[config.mk]
export PLATFORM = sky130hd
export DESIGN_NAME = bcd_to_binary_seq
export DESIGN_NICKNAME = d
export VERILOG_FILES = /design/src/rtl/bcd_to_binary_seq.sv
export SDC_FILE = /design/constraint.sdc
export NUM_CORES = 1
export LEC_CHECK = 0
export BUFFER_PORTS_ARGS = -buffer_cell sky130_fd_sc_hd__buf_4
export CAP_MARGIN = 20
export CORE_ASPECT_RATIO = 1.4
export CORE_MARGIN = 1
export CORE_UTILIZATION = 64
export CTS_BUF_LIST = sky130_fd_sc_hd__clkbuf_4
export DETAILED_ROUTE_END_ITERATION = 16
export GPL_TIMING_DRIVEN = 0
export HOLD_SLACK_MARGIN = 0.02
export PLACE_DENSITY_LB_ADDON = 0.3
export SETUP_SLACK_MARGIN = 0.05
export SYNTH_ARGS = -nofsm -noshare
export SYNTH_HDL_FRONTEND = slang
export SYNTH_SLANG_ARGS = --single-unit
[constraint.sdc]
create_clock -name clk -period 4.1 [get_ports clk]
set_clock_uncertainty 0.1 [all_clocks]
set_input_delay 0.41 -clock clk [delete_from_list [all_inputs] [get_ports clk]]
set_output_delay 0.41 -clock clk [all_outputs]
set_load 0.02 [all_outputs]
[src/rtl/bcd_to_binary_seq.sv]
// Sequential BCD-to-binary decoder: multiply-by-10 accumulate, one digit per clock, MSD first.
// Optional signed output selected by defining BCD_SIGN_EN (adds neg input, widens bin_out by one bit).
module bcd_to_binary_seq #(
    parameter int DIGITS = 4,
    parameter int BIN_W  = 14
) (
    input  logic                  clk,
    input  logic                  clr,
    input  logic                  start,
    input  logic [4*DIGITS-1:0]   bcd_in,
`ifdef BCD_SIGN_EN
    input  logic                  neg,
`endif
    output logic                  busy,
    output logic                  done,
`ifdef BCD_SIGN_EN
    output logic [BIN_W:0]        bin_out,
`else
    output logic [BIN_W-1:0]      bin_out,
`endif
    output logic                  err
);

`ifdef BCD_SIGN_EN
    localparam int OUT_W = BIN_W + 1;
`else
    localparam int OUT_W = BIN_W;
`endif
    localparam int CNT_W = (DIGITS > 1) ? $clog2(DIGITS + 1) : 1;

    localparam logic [1:0] S_IDLE = 2'd0;
    localparam logic [1:0] S_CONV = 2'd1;
    localparam logic [1:0] S_DONE = 2'd2;

    logic [1:0]          r_state;
    logic [4*DIGITS-1:0] r_sr;
    logic [BIN_W-1:0]    r_acc;
    logic [CNT_W-1:0]    r_cnt;
    logic [OUT_W-1:0]    r_bin;
    logic                r_err;
`ifdef BCD_SIGN_EN
    logic                r_neg;
`endif

    logic [BIN_W-1:0]    w_acc_next;
    logic [OUT_W-1:0]    w_result;
    logic                w_bcd_ok;
    logic                w_last;

    // acc*10 as (acc<<3)+(acc<<1); BIN_W is sized so this never overflows
    assign w_acc_next = (r_acc << 3) + (r_acc << 1) + BIN_W'(r_sr[4*DIGITS-1 -: 4]);
    assign w_last     = (r_state == S_CONV) && (r_cnt == CNT_W'(DIGITS - 1));

`ifdef BCD_SIGN_EN
    logic [OUT_W-1:0] w_mag;
    assign w_mag    = {1'b0, w_acc_next};
    assign w_result = r_neg ? (~w_mag + 1'b1) : w_mag;
`else
    assign w_result = w_acc_next;
`endif

    always_comb begin
        w_bcd_ok = 1'b1;
        for (int unsigned i = 0; i < DIGITS; i++) begin
            if (bcd_in[4*i +: 4] > 4'd9) begin
                w_bcd_ok = 1'b0;
            end
        end
    end

    always_ff @(posedge clk) begin
        if (clr) begin
            r_state <= S_IDLE;
            r_sr    <= '0;
            r_acc   <= '0;
            r_cnt   <= '0;
            r_bin   <= '0;
            r_err   <= 1'b0;
`ifdef BCD_SIGN_EN
            r_neg   <= 1'b0;
`endif
        end else begin
            case (r_state)
                S_CONV: begin
                    r_acc <= w_acc_next;
                    r_sr  <= r_sr << 4;
                    r_cnt <= r_cnt + 1'b1;
                    if (w_last) begin
                        r_state <= S_DONE;
                        r_bin   <= w_result;
                        r_err   <= 1'b0;
                    end
                end
                default: begin
                    // IDLE and DONE both accept a new operand, giving back-to-back conversions
                    if (start) begin
                        r_sr  <= bcd_in;
                        r_acc <= '0;
                        r_cnt <= '0;
`ifdef BCD_SIGN_EN
                        r_neg <= neg;
`endif
                        if (!w_bcd_ok) begin
                            r_state <= S_DONE;
                            r_bin   <= '0;
                            r_err   <= 1'b1;
                        end else begin
                            r_state <= S_CONV;
                        end
                    end else begin
                        r_state <= S_IDLE;
                    end
                end
            endcase
        end
    end

    assign busy    = (r_state == S_CONV);
    assign done    = (r_state == S_DONE);
    assign bin_out = r_bin;
    assign err     = r_err;

endmodule

After elaboration in Yosys (flattened, before gate mapping)
Cells that the tools add are included.
Operators by class
  eq/ne operators: 5
  muxes and demuxes: 22
  order comparisons: 4
  reduce and logical (&&, ||, !) cells: 4
  add/subtract/negate cells: 3
Operators with widths (count)
  $mux W14: 4
  $mux W16: 2
  $mux W13: 2
  $gt A4 B4 Y1 const B: 4
  $add A14 B14 Y14: 1
  $add A14 B4 Y14: 1
  $mux W1: 8
  $mux W2: 4
  $mux W3: 2
  $add A3 B1 Y3 const B: 1
  $eq A3 B2 Y1 const B: 1
  $reduce_and A3 Y1: 1
  $eq A2 B1 Y1 const B: 1
  $eq A2 B2 Y1 const B: 1
  $ne A2 B1 Y1 const B: 1
  $ne A2 B2 Y1 const B: 1
  $reduce_bool A2 Y1: 1
  $reduce_or A2 Y1: 1
  $logic_and A1 B1 Y1: 1
Word-level totals
  word-level logic and storage cells: 45
  bits of input ports: 19
  bits in registers: 49

Depth between registers and ports, before layout
  depth in word-level cells: 8
  mapped depth: 10

Worst setup path before layout
OpenSTA, ideal clock, no wires.
  kind: reg-to-reg
  start: reg r_sr[15]
  end: reg r_acc[12]
  arrival time: 2.486 ns
  required time: 3.873 ns
  setup slack: 1.387 ns
  period minus slack after synthesis: 2.713 ns
  cell stages (with the launch flop): 10
  setup time: 0.127 ns
  cells stage by stage: dfxtp_1 -> inv_1 -> fa_1 -> fa_1 -> nor2b_4 -> o31a_1 -> or3_4 -> a221oi_4 -> nor4_1 -> or3_1
Between the ends
  cells in the longest elaborated chain, start to end: 2
RTL lines
  start, declared: RTL line 36  | logic [4*DIGITS-1:0] r_sr;
  start signal, assigned: RTL line 86  | r_sr <= r_sr << 4;
  start signal, assigned: RTL line 97  | r_sr <= bcd_in;
  $add A14 B4 Y14: RTL line 51  | assign w_acc_next = (r_acc << 3) + (r_acc << 1) + BIN_W'(r_sr[4*DIGITS-1 -: 4]);
  $mux W13: RTL line 83  | case (r_state)
  end signal, assigned: RTL line 85  | r_acc <= w_acc_next;
  end, declared: RTL line 37  | logic [BIN_W-1:0] r_acc;
Every way passes these cells.
A chain may end at the register's enable or synchronous reset.

Final worst setup path
  start: reg r_acc[0]
  end: reg r_acc[12]
Between the ends
  cells in the longest elaborated chain, start to end: 3
RTL lines (RTL line)
  $add A14 B14 Y14: 51
  $add A14 B4 Y14: 51
  $mux W13: 83
Every way passes these cells.

==> run summary <==
Yosys Warn Count = 0
RePlAce Congestion = 0.805
Status = completed
Psw = 217 uW
Post-synthesis register bit count = 49
WL final = 6.21 mm
H-tree depth = 2
Slew margin rel. = 60.6%
DIE AREA = 0.00429 mm^2
GRT overflow = 0
Row Count = 26
Layout area overhead = 15.3%
CTS tree = done
Clock transition at path regs = 0.15 ns
Gate power share = 10.4%
Simple logic cell fraction of the synthesized area = 16.2%
Overall routing resource usage = 31.0%
Final setup violation count = 0
Antenna viol nets, final = 0
Critical Path Source Type = register
Crit path time final = 2.95 ns
Area share of fa/ha/maj cells after synthesis = 13.2%
Number of global-route vias before repair = 2,322
Largest family of logic cells by synthesized area = compound AO/OA/AOI/OAI gates
Clock share of power = 32.3%
VDD IR-drop max = 0.000326 V
Achievable frequency = 339 MHz
P per Cell Area = 293 mW/mm^2
Max cap viols = 0
WL/cell = 16.8 um
Critical path capture point type = register
Final total power = 872 uW
Worst Hold Class = input port to register
Internal = 655 uW
WP data required = 4.26 ns
Synth async-reset ratio = 0%
Setup Fix Bufs, Post-CTS = 0
PortBufs = 35
Synth top cells by count = dfxtp_1 (49), nor2_1 (40), ha_1 (24), a21oi_1 (20), mux2i_1 (17)
Core Util, Final = 79.5%
Post-synth EDFFs = 0
Final Hold Fails = 0
Initial antenna violation count = 0
Longest Clk Path Bufs = 2
Slew of the pin with the lowest slew margin = 0.591 ns
Place WS = 1.20 ns
Ports = 36
Leakage = 0.00136 uW
Post-CTS sizing = 0
Height of the chip = 77.1 um
Hpwl dp = 4.82 mm
Vias = 2,296
Synth area leaders = dfxtp_1 (38%), ha_1 (12%), mux2i_1 (6.6%)
Hold buffers post-CTS = 0
First-pass GRT wire length = 10.5 mm
Final period util = 71.9%
Largest net degree at the start of global routing = 16
Vias/cell = 6.21
Multiplexer share of the synthesized area = 6.59%
Worst-Skew Late Latency = 0.37 ns
Antenna cells = 0
Sw frac = 24.8%
Crit path max fanout = 4
Seq/Total Area, Yosys = 38.0%
Most common cell in the netlist = dfxtp_1
XOR/XNOR share of the synthesized area = 3.39%
Dpl cell area = 0.00290 mm^2
Cells after Synth = 285
Setup WS post-layout = 1.15 ns
Net count after synthesis = 330
Total core area = 0.00374 mm^2
Fin area = 0.00298 mm^2
Post-route DRC = 0
Post-Route Setup TNS = 0 ns
Synth top area share = 38.0%
Crit Path Category = register to register
Clk sinks = 49
Fraction of layout cells with a size suffix above 1 = 14.3%
Root Driver = clkbuf_4
CTS buffer count = 5
WP data arrival = 3.10 ns
Post-synth cell types = 45
DR iter-0 viols = 118
Initial core utilization = 69.0%
RSZ-0062 raised after global routing = false
Leading area contributor after synthesis = dfxtp_1
Drt pass-1 iters = 4
Layout Nets = 372
Main synth FF type = dfxtp_1
Syn avg cell area = 9.06 um^2
Synth Area in Compound Gates = 18.7%
Horiz. Die Dim = 55.7 um
Seq pwr share = 57.3%
Final Max Tran Viols = 0
Netlist area before placement = 0.00258 mm^2
-- flip-flops by register name, summed over array words and instances, names as in the netlist --
name     cells
bin_out     14
r_sr        16
err          1
r_acc       13
r_cnt        3
r_state      2
-- per-stage QoR --
step | hold slack [ns] | cells
final | 0.238 | 370
after global routing | 0.234 | 370
after CTS | 0.239 | 370
after detailed placement | 0.350 | 362
after global placement | 0.339 | 362
after floorplan | 0.345 | 285
-- layer usage --
metal	wire length (um)	vias up	global-route usage, %
met3	242	18	4.89
met1	2480	1096	35.7
li1	-	1108	-
met4	164	0	14.2
met5	0	-	0
met2	3320	74	55.3
-- power groups by stage --
stage	sequential, uW	combinational (uW)	clock (uW)
2_1_floorplan	508	54.6	0
3_3_place_gp	509	86.0	0
3_5_place_dp	510	89.3	0
4_1_cts	499	90.0	280
5_1_grt	501	98.7	298
6_report	500	90.6	281
-- cells in the final DEF, fill, tap and decap left out, types with 2 or more instances in the layout --
| master | Yosys | final |
|---|---|---|
| a211oi_1 | 12 | 12 |
| mux2i_1 | 17 | 17 |
| a22o_1 | 5 | 5 |
| buf_1 | 7 | 7 |
| a22oi_1 | 3 | 3 |
| buf_4 | 0 | 35 |
| clkbuf_1 | 7 | 7 |
| o21ai_0 | 6 | 6 |
| a21oi_1 | 20 | 20 |
| clkinv_1 | 1 | 2 |
| fa_1 | 2 | 2 |
| nor3_1 | 7 | 7 |
| inv_1 | 9 | 9 |
| a21o_1 | 5 | 5 |
| ha_1 | 24 | 24 |
| o21a_1 | 2 | 2 |
| clkbuf_4 | 0 | 5 |
| xnor2_1 | 9 | 9 |
| nand3_1 | 13 | 13 |
| buf_2 | 2 | 2 |
| nor2b_1 | 3 | 3 |
| nor2_1 | 40 | 40 |
| o2bb2ai_1 | 3 | 3 |
| a32oi_1 | 4 | 4 |
| nand2_1 | 14 | 14 |
| dfxtp_1 | 49 | 49 |
-- critical path: stages, from the launching register on --
cell and delay [ns]:
dfxtp_1 0.40, inv_1 0.07, fa_1 0.56, fa_1 0.25, nor2b_4 0.06, o31a_1 0.28
or3_4 0.36, a221oi_4 0.30, nor4_1 0.08, or3_1 0.36
-- final cells by class --
cell class,count,area [um^2]
Sequential cell,49,981
Clock buffer,5,37.5
Tap cell,42,52.6
Timing Repair Buffer,35,263
Multi-Input combinational cell,210,1500
Clock inverter,3,41.3
Inverter,10,37.5
Fill cell,238,766
Buffer,16,62.6
-- logic make-up after synthesis --
family	count (synthesis)
compound gates	68
simple gates	89
fa+ha+maj	26
buf+inv	26
xor+xnor	10
flops	49
mux	17
-- path summary, 6_finish.rpt --
| path | startpoint | endpoint | slack, ns | cells past startpoint |
|---|---|---|---|---|
| min | bcd_in[0] | r_sr[0] | 0.24 | 3 |
| max reg2reg | r_acc[0] | r_acc[12] | 1.15 | 9 |
| min reg2reg | err | err | 0.37 | 2 |
| max | r_acc[0] | r_acc[12] | 1.15 | 9 |
No activity file was read; power rests on OpenSTA's default activity.
